File: src/rtl/pid_seq.sv
// Sequential fixed-point PID controller: one shared signed multiplier serves the P, I and D terms.
// Define PID_ANTIWINDUP_EN to freeze the integrator while the previous result is clamped.
module pid_seq #(
    parameter int unsigned          W       = 18,
    parameter int unsigned          FRAC    = 8,
    parameter logic signed [W-1:0]  OUT_MAX = {1'b0, {(W-1){1'b1}}},
    parameter logic signed [W-1:0]  OUT_MIN = {1'b1, {(W-1){1'b0}}}
) (
    input  logic                sclk,
    input  logic                rst,
    input  logic                enable,
    input  logic                clear,
    input  logic signed [W-1:0] yk,
    input  logic signed [W-1:0] rk,
    input  logic signed [W-1:0] kp,
    input  logic signed [W-1:0] ki,
    input  logic signed [W-1:0] kd,
    output logic signed [W-1:0] pid_output,
    output logic                busy,
    output logic                done
);

`ifdef PID_ANTIWINDUP_EN
    localparam bit AntiWindup = 1'b1;
`else
    localparam bit AntiWindup = 1'b0;
`endif

    localparam int unsigned AW = 2 * W + 2;

    typedef enum logic [2:0] {StIdle, StErr, StMulP, StMulI, StMulD, StSum} state_e;

    state_e state_q, state_d;

    logic signed [W-1:0]  y_q, r_q, kp_q, ki_q, kd_q;
    logic signed [W-1:0]  e_q, d_q, integ_q, e_prev_q;
    logic signed [AW-1:0] acc_q;
    logic signed [W-1:0]  out_q;
    logic                 done_q, sat_hi_q, sat_lo_q;

    logic signed [W-1:0]   mul_a, mul_b;
    logic signed [2*W-1:0] prod, term;
    logic signed [AW-1:0]  term_ext, max_ext, min_ext;
    logic signed [W:0]     e_wide, integ_wide, d_wide;
    logic signed [W-1:0]   e_new;
    logic                  hold;

    function automatic logic signed [W-1:0] sat_w(input logic signed [W:0] x);
        if (x[W] == x[W-1]) return x[W-1:0];
        else if (x[W])      return {1'b1, {(W-1){1'b0}}};
        else                return {1'b0, {(W-1){1'b1}}};
    endfunction

    always_ff @(posedge sclk) begin
        if (rst) state_q <= StIdle;
        else     state_q <= state_d;
    end

    always_comb begin
        state_d = state_q;
        unique case (state_q)
            StIdle:  if (enable) state_d = StErr;
            StErr:   state_d = StMulP;
            StMulP:  state_d = StMulI;
            StMulI:  state_d = StMulD;
            StMulD:  state_d = StSum;
            StSum:   state_d = StIdle;
            default: state_d = StIdle;
        endcase
    end

    always_comb begin
        busy  = (state_q != StIdle);
        mul_a = kp_q;
        mul_b = e_q;
        unique case (state_q)
            StMulI: begin
                mul_a = ki_q;
                mul_b = integ_q;
            end
            StMulD: begin
                mul_a = kd_q;
                mul_b = d_q;
            end
            default: ;
        endcase
    end

    always_comb begin
        e_wide     = {r_q[W-1], r_q} - {y_q[W-1], y_q};
        e_new      = sat_w(e_wide);
        integ_wide = {integ_q[W-1], integ_q} + {e_new[W-1], e_new};
        d_wide     = {e_new[W-1], e_new} - {e_prev_q[W-1], e_prev_q};
        // Saturation flags are those of the previous result.
        hold       = AntiWindup && ((sat_hi_q && !e_new[W-1] && (e_new != '0)) ||
                                    (sat_lo_q && e_new[W-1]));
        prod       = $signed({{W{mul_a[W-1]}}, mul_a}) * $signed({{W{mul_b[W-1]}}, mul_b});
        term       = prod >>> FRAC;
        term_ext   = {{2{term[2*W-1]}}, term};
        max_ext    = {{(W+2){OUT_MAX[W-1]}}, OUT_MAX};
        min_ext    = {{(W+2){OUT_MIN[W-1]}}, OUT_MIN};
    end

    always_ff @(posedge sclk) begin
        if (rst) begin
            y_q      <= '0;
            r_q      <= '0;
            kp_q     <= '0;
            ki_q     <= '0;
            kd_q     <= '0;
            e_q      <= '0;
            d_q      <= '0;
            integ_q  <= '0;
            e_prev_q <= '0;
            acc_q    <= '0;
            out_q    <= '0;
            done_q   <= 1'b0;
            sat_hi_q <= 1'b0;
            sat_lo_q <= 1'b0;
        end else begin
            done_q <= 1'b0;
            unique case (state_q)
                StIdle: begin
                    if (clear) begin
                        integ_q  <= '0;
                        e_prev_q <= '0;
                    end
                    if (enable) begin
                        y_q  <= yk;
                        r_q  <= rk;
                        kp_q <= kp;
                        ki_q <= ki;
                        kd_q <= kd;
                    end
                end
                StErr: begin
                    e_q      <= e_new;
                    d_q      <= sat_w(d_wide);
                    e_prev_q <= e_new;
                    if (!hold) integ_q <= sat_w(integ_wide);
                end
                StMulP: acc_q <= term_ext;
                StMulI: acc_q <= acc_q + term_ext;
                StMulD: acc_q <= acc_q + term_ext;
                StSum: begin
                    if (acc_q > max_ext)      out_q <= OUT_MAX;
                    else if (acc_q < min_ext) out_q <= OUT_MIN;
                    else                      out_q <= acc_q[W-1:0];
                    sat_hi_q <= (acc_q > max_ext);
                    sat_lo_q <= (acc_q < min_ext);
                    done_q   <= 1'b1;
                end
                default: ;
            endcase
        end
    end

    assign pid_output = out_q;
    assign done       = done_q;

endmodule

File: config.mk
export PLATFORM = sky130hd
export DESIGN_NAME = pid_seq
export DESIGN_NICKNAME = d
export VERILOG_FILES = /design/src/rtl/pid_seq.sv
export SDC_FILE = /design/constraint.sdc
export NUM_CORES = 2
export LEC_CHECK = 0
export CORE_MARGIN = 5
export CORE_UTILIZATION = 50
export CTS_BUF_LIST = sky130_fd_sc_hd__clkbuf_8
export DETAILED_ROUTE_END_ITERATION = 10
export GPL_TIMING_DRIVEN = 0
export PLACE_DENSITY = 0.72
export SLEW_MARGIN = 40
export SYNTH_ARGS = -nofsm -noshare
export SYNTH_HDL_FRONTEND = slang
export SYNTH_SLANG_ARGS = --single-unit
File: constraint.sdc
create_clock -name sclk -period 11 [get_ports sclk]
set_input_delay 2.2 -clock sclk [delete_from_list [all_inputs] [get_ports sclk]]
set_output_delay 2.2 -clock sclk [all_outputs]
set_load 0.02 [all_outputs]
==> qor.csv <==
metric;value;unit
synth.lib_cells_used.distinct;83;
grt_use_total;27.2;%
period_utilization;95.4;%
skew;0.0316;ns
die_height;234;um
delay_of_the_slowest_critical_path_stage;0.60;ns
postSynthAreaPerCell;8.15;um2
crit_arrival;10.93;ns
number_of_global_route_vias_before_repair;21500;
grt_max_degree;14;
final.setup.worst_slack;0.501;ns
final_max_slew_viol_count;0;
clock_tree_from_tritoncts;built;
initial_utilization;50.2;%
largest_register_ff_count;38;
grt-ovfl-total;0;
cts_buffer_depth;3;
cp_data_required_time;11.43;ns
synth-warning-count;0;
worstMarginPinSlew;0.887;ns
cpMaxStageDelayCell;sky130_fd_sc_hd__fa_1;
total_routed_length;74.4;mm
synth.ff_latch_count;222;
internal_power;2.99;mW
die_width;234;um
final-setup-viol-count;0;
fp.coreArea;0.0499;mm2
combinational_cell_fraction_of_total_power;69.1;%
finalHoldViolations;0;
synth_enable_flop_cells;0;
switching_share;49.8;%
dr.pass1.iters;7;
synthesis.instances;3071;
drive_gt1_share;6.64;%
clkLatencyLatePin;0.57;ns
seq_power_share;17.3;%
number_of_buffers_created_by_cts;40;
postSynth.topFlopCell;sky130_fd_sc_hd__dfxtp_1;
clkTransAtPathRegs;0.07;ns
post_cts_hold_buffer_count;0;
path_type_of_the_worst_min_delay_path;flop to flop;
estimated_wirelength_of_the_detail_placed_design;59.4;mm
run_status;finished clean;
power.density;209;mW/mm2
synthArstFlopShare;0;%
numClockSinks;222;
final_period_demand_of_the_worst_path;10.50;ns
crit_top_cell;sky130_fd_sc_hd__fa_1;
routabilityCongestion;0.997;
post_drt_via_cell_ratio;5.53;
endpoint_kind;flop;
max_cap_viol_count;0;
htreeDepth;2;
final_cell_count_no_fill;3929;
fin_util;57.1;%
mapped_cell_area;0.0250;mm2
path_class;flop to flop;
route.detailed.drc;0;
dp_cells;3856;
detail-route-antenna-nets;0;
grt_pass1_wl;117;mm
cts.root.buffer_cell;sky130_fd_sc_hd__clkbuf_8;
critical_path_peak_fanout;13;
dpl_worst_slack;-1.13;ns
i_o_buffers;112;
critPathLaunchType;flop;
detail_route.wl_per_cell;18.9;um
synth.yosys.seq_area_share;17.8;%
flow.area_growth_from_synthesis;13.7;%
pwr-share-clk;13.6;%
registers.top_by_ff_count;acc_q;
fmax;95.2;MHz
relSlewSlack;40.9;%
vias;21700;
total_leakage_power;13.0;nW
die_area;0.0546;mm2
netSwitchingPower;2.96;mW
finish.net_count;3839;
mappedNetlistNets;3679;
max_vdd_drop;139;uV
placement_rows;82;
holdWs;0.454;ns
final.setup.tns;0;ns
antenna_found_initial;2;
boundaryPins;114;
dr.first_iter.drc_count;1912;
==> path summary, 6_finish.rpt <==
path	endpoint	slack, ns	from	depth (start not counted)
worst max-delay path	acc_q[36]	0.50	state_q[2]	40
worst max register to register	acc_q[36]	0.50	state_q[2]	40
worst min-delay path	y_q[9]	0.45	y_q[9]	2
worst min register to register	y_q[9]	0.45	y_q[9]	2
==> worst max-delay path: cells and delay by family, from the launching register on <==
family | cells | cell delay [ns]
fa+ha+maj | 8 | 3.78
compound gates | 15 | 3.01
buf+inv | 9 | 1.79
simple gates | 6 | 1.00
flops | 1 | 0.38
mux | 1 | 0.24
xor+xnor | 1 | 0.15
==> Yosys cell counts, types with 6 or more instances <==
master	n	area share [%]
sky130_fd_sc_hd__o31ai_1	10	0.30
sky130_fd_sc_hd__nand2_1	459	6.9
sky130_fd_sc_hd__nor3_1	30	0.60
sky130_fd_sc_hd__or2_2	8	0.20
sky130_fd_sc_hd__and2_1	15	0.37
sky130_fd_sc_hd__a22o_1	13	0.45
sky130_fd_sc_hd__o21ai_0	100	2.0
sky130_fd_sc_hd__nor2_1	301	4.5
sky130_fd_sc_hd__a211oi_1	10	0.30
sky130_fd_sc_hd__nor2b_1	22	0.55
sky130_fd_sc_hd__xor2_1	38	1.3
sky130_fd_sc_hd__nand4_1	9	0.22
sky130_fd_sc_hd__a21o_1	64	1.9
sky130_fd_sc_hd__a221oi_1	14	0.49
sky130_fd_sc_hd__fa_1	332	27
sky130_fd_sc_hd__a21oi_1	296	5.9
sky130_fd_sc_hd__a22oi_1	13	0.39
sky130_fd_sc_hd__nor4_1	6	0.15
sky130_fd_sc_hd__inv_1	448	6.7
sky130_fd_sc_hd__o21a_1	16	0.48
sky130_fd_sc_hd__a31oi_1	21	0.52
sky130_fd_sc_hd__o21ai_1	11	0.22
sky130_fd_sc_hd__nand2b_1	24	0.60
sky130_fd_sc_hd__clkbuf_1	119	1.8
sky130_fd_sc_hd__nand3_1	29	0.58
sky130_fd_sc_hd__o21bai_1	11	0.33
sky130_fd_sc_hd__o22ai_1	11	0.27
sky130_fd_sc_hd__and3_1	9	0.22
sky130_fd_sc_hd__ha_1	182	9.1
sky130_fd_sc_hd__or3_1	7	0.17
sky130_fd_sc_hd__mux2i_1	32	1.3
sky130_fd_sc_hd__xnor2_1	72	2.5
sky130_fd_sc_hd__buf_1	9	0.13
sky130_fd_sc_hd__maj3_1	19	0.76
sky130_fd_sc_hd__dfxtp_1	222	18
==> metrics by stage <==
step                      area [um2]  total power, mW
after floorplan                25000             3.95
after global routing           28500             6.43
final                          28500             5.95
after CTS                      28200             5.86
after global placement         27000             4.92
after detailed placement       27100             4.97
==> repair_timing <==
item / in CTS / in global routing
endpoints found under the setup margin: 18 / 20
gates resized for setup: 57 / 80
pin swaps: 8 / 6
setup buffers: 11 / 11
==> layout make-up <==
type	instances	area, um2
Clock buffer	46	633
Multi-Input combinational cell	2263	18800
Fill cell	4619	21400
Timing Repair Buffer	135	1290
Buffer	120	552
Inverter	449	1690
Clock inverter	20	171
Tap cell	672	841
Sequential cell	222	4440
Antenna cell	2	5.00
==> layout by cell type (no fill, tap or decap), types with 10 or more instances in the layout <==
cell / count
sky130_fd_sc_hd__clkbuf_4: 11
sky130_fd_sc_hd__o21ai_1: 14
sky130_fd_sc_hd__o21bai_1: 11
sky130_fd_sc_hd__clkbuf_8: 46
sky130_fd_sc_hd__mux2i_1: 32
sky130_fd_sc_hd__xnor2_1: 71
sky130_fd_sc_hd__a22oi_1: 13
sky130_fd_sc_hd__a22o_1: 13
sky130_fd_sc_hd__nand2b_1: 24
sky130_fd_sc_hd__a21o_2: 12
sky130_fd_sc_hd__ha_1: 180
sky130_fd_sc_hd__xor2_1: 38
sky130_fd_sc_hd__inv_1: 457
sky130_fd_sc_hd__a21oi_1: 265
sky130_fd_sc_hd__a221oi_1: 14
sky130_fd_sc_hd__o21ai_0: 93
sky130_fd_sc_hd__dfxtp_1: 222
sky130_fd_sc_hd__nand2_1: 457
sky130_fd_sc_hd__clkdlybuf4s50_1: 112
sky130_fd_sc_hd__o21a_1: 16
sky130_fd_sc_hd__and2_1: 15
sky130_fd_sc_hd__a21o_1: 52
sky130_fd_sc_hd__fa_1: 330
sky130_fd_sc_hd__nor2_1: 301
sky130_fd_sc_hd__nand3_1: 29
sky130_fd_sc_hd__o22ai_1: 10
sky130_fd_sc_hd__nor2b_1: 21
sky130_fd_sc_hd__nor3_1: 29
sky130_fd_sc_hd__buf_4: 25
sky130_fd_sc_hd__maj3_1: 19
sky130_fd_sc_hd__a21oi_2: 10
sky130_fd_sc_hd__a31oi_1: 21
sky130_fd_sc_hd__a21oi_4: 21
sky130_fd_sc_hd__clkbuf_1: 84
==> kinds of logic (layout without fill, tap and decap cells) <==
logic type / count (synthesis) / in the layout / share of synthesized area [%]
and+or+nand+nor: 937 / 937 / 15.7
adders and majority gates: 533 / 533 / 36.4
DFF: 222 / 222 / 17.8
other: 0 / 2 / 0
muxes: 32 / 32 / 1.28
buffers and inverters: 586 / 770 / 8.90
AOI/OAI and AO/OA: 650 / 650 / 16.0
xor gates and xnor gates: 111 / 111 / 3.91
==> metal layers <==
layer | wire, um | GRT usage, % | vias up | share of wire [%]
li1 | - | - | 10300 | -
met1 | 30900 | 36.7 | 10300 | 41
met2 | 32200 | 41.9 | 960 | 43
met3 | 7780 | 7.17 | 202 | 10
met4 | 3430 | 10.7 | 2 | 4.6
met5 | 96 | 1.34 | - | 0.13
==> power by group through the flow <==
stage	Sequential, mW	Clock, mW	Combinational [mW]
floorplan	0.998	0	2.95
global placement	1.03	0	3.89
detailed placement	1.04	0	3.93
CTS	1.02	0.819	4.01
global route	1.04	0.856	4.53
finish	1.03	0.810	4.11
(Power assumes the default switching activity.)
